`config.mk`:
```
export PLATFORM = sky130hd
export DESIGN_NAME = fifo_wr_arb
export DESIGN_NICKNAME = d
export VERILOG_FILES = /design/src/rtl/fifo_wr_arb.sv
export SDC_FILE = /design/constraint.sdc
export NUM_CORES = 1
export LEC_CHECK = 0
export ABC_AREA = 1
export CAP_MARGIN = 20
export CORE_MARGIN = 10
export CORE_UTILIZATION = 35
export DETAILED_ROUTE_END_ITERATION = 12
export HOLD_SLACK_MARGIN = 0.02
export PLACE_DENSITY_LB_ADDON = 0.3
export SYNTH_ARGS = -nofsm -noshare
export SYNTH_HDL_FRONTEND = slang
export SYNTH_SLANG_ARGS = --single-unit
export TNS_END_PERCENT = 100
```
`constraint.sdc`:
```
create_clock -name clk -period 3.1 [get_ports clk]
set_input_delay 0.62 -clock clk [delete_from_list [all_inputs] [get_ports clk]]
set_output_delay 0.62 -clock clk [all_outputs]
set_load 0.02 [all_outputs]
```
`src/rtl/fifo_wr_arb.sv`:
```
// Round-robin write arbiter: four bursting requesters share one FIFO write port.
// A grant lasts until last/MAX_BURST/abandon, followed by one IDLE cycle to re-arbitrate.
module fifo_wr_arb #(
  parameter int D_WIDTH   = 32,
  parameter int MAX_BURST = 16
) (
  input  logic                 clk,
  input  logic                 rst,
  input  logic [3:0]           req,
  input  logic [3:0]           last,
  input  logic [4*D_WIDTH-1:0] data_in,
  input  logic                 fifo_full,
  output logic [3:0]           gnt,
  output logic [3:0]           ack,
  output logic                 fifo_w_en,
  output logic [D_WIDTH-1:0]   fifo_data_w,
  output logic [1:0]           owner,
  output logic                 busy
);

  typedef enum logic {IDLE, BURST} state_t;

  state_t      state_q, state_d;
  logic [1:0]  owner_q, owner_d;
  logic [1:0]  rr_ptr_q, rr_ptr_d;
  logic [7:0]  beat_cnt_q, beat_cnt_d;
  logic [3:0]  gnt_q, gnt_d;

  logic [1:0]  cand [4];
  logic        sel_valid;
  logic [1:0]  sel_idx;
  logic        in_burst;
  logic        final_beat;
  logic        abandon;

  // Candidate k is the requester k positions after the round-robin pointer.
  genvar gi;
  generate
    for (gi = 0; gi < 4; gi++) begin : g_cand
      assign cand[gi] = rr_ptr_q + 2'(gi);
    end
  endgenerate

  always_comb begin
    sel_valid = 1'b0;
    sel_idx   = rr_ptr_q;
    for (int k = 3; k >= 0; k--) begin
      if (req[cand[k]]) begin
        sel_valid = 1'b1;
        sel_idx   = cand[k];
      end
    end
  end

  assign in_burst    = (state_q == BURST);
  assign fifo_w_en   = in_burst & req[owner_q] & ~fifo_full;
  assign ack         = fifo_w_en ? (4'b0001 << owner_q) : 4'b0000;
  assign fifo_data_w = data_in[owner_q*D_WIDTH +: D_WIDTH];
  assign final_beat  = fifo_w_en & (last[owner_q] | (beat_cnt_q == 8'(MAX_BURST - 1)));
  assign abandon     = in_burst & ~req[owner_q];

  assign gnt   = gnt_q;
  assign owner = owner_q;
  assign busy  = in_burst;

  always_comb begin
    state_d    = state_q;
    owner_d    = owner_q;
    rr_ptr_d   = rr_ptr_q;
    beat_cnt_d = beat_cnt_q;
    gnt_d      = gnt_q;
    case (state_q)
      IDLE: begin
        gnt_d = 4'b0000;
        if (sel_valid) begin
          state_d    = BURST;
          owner_d    = sel_idx;
          gnt_d      = 4'b0001 << sel_idx;
          beat_cnt_d = 8'd0;
        end
      end
      BURST: begin
        if (fifo_w_en) begin
          beat_cnt_d = beat_cnt_q + 8'd1;
        end
        if (abandon || final_beat) begin
          state_d  = IDLE;
          gnt_d    = 4'b0000;
          rr_ptr_d = owner_q + 2'd1;
        end
      end
      default: begin
        state_d = IDLE;
        gnt_d   = 4'b0000;
      end
    endcase
  end

  always_ff @(posedge clk) begin
    if (rst) begin
      state_q    <= IDLE;
      owner_q    <= 2'd0;
      rr_ptr_q   <= 2'd0;
      beat_cnt_q <= 8'd0;
      gnt_q      <= 4'b0000;
    end else begin
      state_q    <= state_d;
      owner_q    <= owner_d;
      rr_ptr_q   <= rr_ptr_d;
      beat_cnt_q <= beat_cnt_d;
      gnt_q      <= gnt_d;
    end
  end

endmodule

```
; ---- Yosys cells after proc, flatten, opt, wreduce, memory -nomap -nowiden
; Index checks and enable logic that the tools add are counted.
[op_classes]
mux = 30
n_bitwise = 8
eq_ne = 4
n_reduce_logical = 4
add_sub_neg = 5
n_shift = 3
order_cmp = 5
[ops]
columns = cell, count
row1 = variable part select 128 x 8 -> 32 bit, 1
row2 = 2-to-1 mux 8 bit, 2
row3 = one-hot mux 8 bit (2 select lines), 1
row4 = "< comparator 2 x 3 -> 1 bit, second input constant", 5
row5 = binary-select mux 1 bit (select 2 bit), 6
row6 = 2-to-1 mux 1 bit, 12
row7 = 2-to-1 mux 4 bit, 3
row8 = "adder 8 x 1 -> 8 bit, second input constant", 1
row9 = "equality test 8 x 4 -> 1 bit, second input constant", 1
row10 = 2-to-1 mux 2 bit, 4
row11 = one-hot mux 4 bit (2 select lines), 1
row12 = "left shift 1 x 2 -> 4 bit, first input constant", 2
row13 = AND reduction 2 bit, 3
row14 = "adder 2 x 1 -> 2 bit, second input constant", 2
row15 = "adder 2 bit, second input constant", 2
row16 = bitwise AND 1 bit, 4
row17 = "!= test 2 bit, second input constant", 2
row18 = inverter 1 bit, 3
row19 = "!= test 2 x 1 -> 1 bit, second input constant", 1
row20 = one-hot mux 1 bit (2 select lines), 1
row21 = logical OR 1 bit, 1
row22 = OR 1 bit, 1
[word_totals]
in_bits = 139
regBits = 17
output_inout_bits = 44
wordCells = 64

; ---- Depth between registers and ports, before layout
[depth]
word_depth = 10
depth_mapped = 13
ltp_nobuf = 12

; ---- Least setup slack after synthesis
; No wires, ideal clock.
[synth_timing]
path_type = flip-flop to output port
startpoint = register owner_q[0] (netlist: owner[0])
endpoint = output port ack[0]
n_path_buf = 3
path_slack_ps = 863
path_stages_with_launch = 8
arrival_ps = 1617
required_ps = 2480
cell_sequence = dfxtp_1 buf_6 inv_2 buf_2 clkbuf_1 ha_1 inv_1 nor2_1
[synth_between]
elab_chain_cells = 5
elab_cells_between_ends = 6
classes_between = shift: 1 / mux: 3 / bitwise: 2
[synth_rtl]
columns = item, line_no
row1 = from (decl), 24  ; logic [1:0] owner_q, owner_d;
row2 = from (signal assigned), 108  ; owner_q <= owner_d;
row3 = binary-select mux 1 bit (select 2 bit), 56  ; assign fifo_w_en = in_burst & req[owner_q] & ~fifo_full;
row4 = 2-to-1 mux 1 bit (not written as such), 56
row5 = bitwise AND 1 bit (2 in a row), 56
row6 = 2-to-1 mux 4 bit (*), 57  ; assign ack = fifo_w_en ? (4'b0001 << owner_q) : 4'b0000;
row7 = to (decl), 14  ; output logic [3:0] ack,
; Mark *: on every way between the ends. The rest lies on a longest branch, timed or not. The select of a mux whose other input is x is not followed.

; ---- Final worst setup path
[layout_timing]
startpoint = register owner_q[0] (netlist: owner[0])
endpoint = output port fifo_data_w[27]
[layout_between]
elab_chain_cells = 1
[layout_rtl]
columns = item, line_no
row1 = variable part select 128 x 8 -> 32 bit, 58  ; assign fifo_data_w = data_in[owner_q*D_WIDTH +: D_WIDTH];
row2 = to (decl), 16  ; output logic [D_WIDTH-1:0] fifo_data_w,
; Every way passes these cells.

==> impl_results.md <==
* Result of the run: complete, no violations
* Clock Power Share at 5.4%
* Count of antenna-violating nets left after detailed routing at 0
* Crit. Startpoint: owner[0]
* Sequential cell area fraction in the yosys report at 16.5%
* Per-cell routed wire length at 17.9 µm
* TritonCTS clock tree: yes
* Post-DP Area at 3940 µm²
* Achievable Freq at 341 MHz
* Fraction of the cycle the final worst path needs at 94.5%
* Critical path endpoint category: output pin
* Final Skew at 0.00225 ns
* Count of input and output buffers at 182
* Comb power frac at 83.2%
* Largest net degree at the start of global routing at 68
* Number of antenna violations at the first check in global routing at 0
* Cell area after synthesis at 2070 µm²
* Post-synthesis average cell area at 5.64 µm²
* Worst slack at placement at 0.0309 ns
* Top cells by area in the synthesized netlist: sky130_fd_sc_hd__o21ai_0 18%, sky130_fd_sc_hd__dfxtp_1 16%, sky130_fd_sc_hd__nor2_1 15%, sky130_fd_sc_hd__o22ai_1 9.7%, sky130_fd_sc_hd__nand2_1 9.1%
* Mapped Nets at 510
* Headroom to the max-slew limit at 60.2%
* Part of the total power dissipated in sequential elements at 11.4%
* Register-to-Register Path Depth at 12
* Yosys top cell by area: sky130_fd_sc_hd__o21ai_0
* Number of top-level pins at 183
* Mean number of vias per cell at 5.10
* Peak supply drop at 0.000470 V
* Hold Fails Final Rpt at 0
* Clk slew on worst S/H paths at 0.06 ns
* Fraction of synthesized cell area taken by the top area cell type at 17.7%
* Cell area after layout at 3990 µm²
* Switching share of power at 52.9%
* Cts bufs inserted at 3
* Yosys warnings at 0
* Final number of setup-violating endpoints at 0
* Post-layout total power at 3.07 mW
* Chip Width at 96.8 µm
* Internal Power at 1.45 mW
* Fraction of registers with async set or reset after synthesis at 0%
* Startpoint kind of the worst setup timing path: register
* Total die area at 9380 µm²
* Power density over the cells at 768 nW/µm²
* Initial drt markers at 173
* Number of flops mapped to enable cells by yosys at 0
* Startpoint of the tightest hold check path: gnt[3]
* Via count of the first global-routing pass at 3046
* Detailed placer's ending HPWL at 9090 µm
* Clock tree buffer depth at 2
* Max Cap Violations at 0
* Die outline height at 96.8 µm
* Deepest level of the CTS H-tree at 1
* Total inserted antenna cells at 0
* Origin of the critical flop-to-flop path: owner[1]
* Path category of the worst min-delay check: reg2reg
* First-pass GRT wire length at 16900 µm
* Most common flop cell mapped by yosys: sky130_fd_sc_hd__dfxtp_1
* Initial cell density of the core at 36.8%
* Share of cells above drive strength 1 at 6.52%
* # clock sinks at 17
* Vias post-DR at 3104
* Post-Synthesis Cells at 366
* GRT Resource Usage Total at 21.2%
* Final worst slack at 0.169 ns
* Transition time of the tightest slew-check pin at 0.598 ns
* Data arrival time at the worst-slack endpoint at 2.31 ns
* Net switching power figure at 1.62 mW
* CTS Root Cell: sky130_fd_sc_hd__clkbuf_8
* CORE AREA at 5610 µm²
* Largest driver fanout on the critical path at 67
* Flip-flop and latch count after synthesis at 17
* Total length of routed wires at 10900 µm
* Leading cell type in the layout, fill and taps excluded: sky130_fd_sc_hd__clkdlybuf4s50_1
* Most frequent cells in the layout: 177 x sky130_fd_sc_hd__clkdlybuf4s50_1, 81 x sky130_fd_sc_hd__nor2_1, 73 x sky130_fd_sc_hd__o21ai_0
* Cell variety after synth at 32
* Post-synthesis to final-layout area growth at 93.3%
* Fill cells at 500
* Global route overflow at 0
* Path type of the worst setup path: reg2out
* Total leakage power at 1.68 nW
* Final number of max-transition violations at 0
* WP data required at 2.48 ns
* Final Critical Period at 2.93 ns
* GPL Wtd Cong at 0.948
* Row cnt at 27
* Post-route worst hold slack at 0.462 ns
* Number of cells on the worst hold path at 2
* Post-route DRC violation count at 0
* Detailed Routing Iterations Pass 1 at 4
* RSZ-0062 raised after global routing: no
* Number of nets in the layout at 682
* Final total negative setup slack at 0 ns
* Clk Latency, worst-skew pair at 0.25 ns
[worst max-delay path, cell delays in order (launching register included)]
cell and delay [ns]:
sky130_fd_sc_hd__dfxtp_2 0.41, sky130_fd_sc_hd__buf_4 0.52, sky130_fd_sc_hd__o21ai_0 0.20, sky130_fd_sc_hd__o22ai_1 0.23
sky130_fd_sc_hd__clkdlybuf4s50_1 0.66
[repair_timing]
action,in CTS,in global routing
buffers inserted,0,0
gates resized for setup,0,5
setup endpoints to repair,0,5
hold buffers,0,0
[cell usage after synthesis (2+ instances only)]
master / instances
sky130_fd_sc_hd__a21oi_1: 12
sky130_fd_sc_hd__ha_1: 5
sky130_fd_sc_hd__nand4_1: 4
sky130_fd_sc_hd__buf_2: 2
sky130_fd_sc_hd__o21ai_1: 4
sky130_fd_sc_hd__a21oi_2: 2
sky130_fd_sc_hd__inv_4: 2
sky130_fd_sc_hd__buf_6: 2
sky130_fd_sc_hd__nor2_1: 81
sky130_fd_sc_hd__o22ai_1: 32
sky130_fd_sc_hd__inv_2: 2
sky130_fd_sc_hd__nand3_1: 13
sky130_fd_sc_hd__nand2_1: 50
sky130_fd_sc_hd__o21ai_0: 73
sky130_fd_sc_hd__dfxtp_1: 17
sky130_fd_sc_hd__xor2_1: 3
sky130_fd_sc_hd__o21ai_2: 2
sky130_fd_sc_hd__inv_1: 22
sky130_fd_sc_hd__nand2_2: 7
sky130_fd_sc_hd__clkbuf_1: 18
sky130_fd_sc_hd__nand2_4: 2
[metal layers]
metal	wire (µm)	vias up	track usage [%]	share of wire, %
met4	178	0	4.62	1.6
met3	1010	16	8.09	9.3
met2	5700	124	39.0	52
li1	-	1584	-	-
met5	0	-	0	0
met1	4000	1380	22.1	37
[worst paths after layout]
path,to,slack [ns]
hold / removal,gnt[3],0.46
setup reg to reg,gnt[2],1.34
hold reg to reg,gnt[3],0.46
setup / recovery,fifo_data_w[27],0.17
[sequential cells by signal (all words and copies together) (netlist names)]
signal,flops
gnt,4
busy,1
rr_ptr_q,2
owner,2
beat_cnt_q,8
[metrics by stage]
stage / utilization, % / instances
final: 71.2 / 609
after global routing: 71.2 / 609
after CTS: 71.0 / 609
after detailed placement: 70.2 / 605
after global placement: 70.2 / 605
after floorplan: - / 366
[layout make-up]
cell class                 instances  area, µm²  share of cell area, %
multi-input combinational        298       1500                   37.6
timing repair buffer             191       1900                   47.6
tap                               72       90.1                   2.26
clock buffer                       4       45.0                   1.13
sequential                        17        342                   8.56
inverter                          27        111                   2.79
[logic make-up (layout without fill, tap and decap cells)]
logic type	Yosys count	count (layout)	synth area share, %
compound gates	126	126	33.3
xor+xnor	4	4	1.70
fa+ha+maj	5	5	3.03
buf+inv	51	222	10.8
flops	17	17	16.5
simple gates	163	163	34.7
[power by group through the flow]
stage | Sequential, mW | Clock (mW) | Combinational [mW]
finish | 0.350 | 0.166 | 2.55
global route | 0.361 | 0.178 | 2.77
CTS | 0.350 | 0.167 | 2.56
detailed placement | 0.355 | 0 | 2.55
global placement | 0.354 | 0 | 2.51
floorplan | 0.363 | 0 | 1.45
Power figures use the tool's default switching activity.
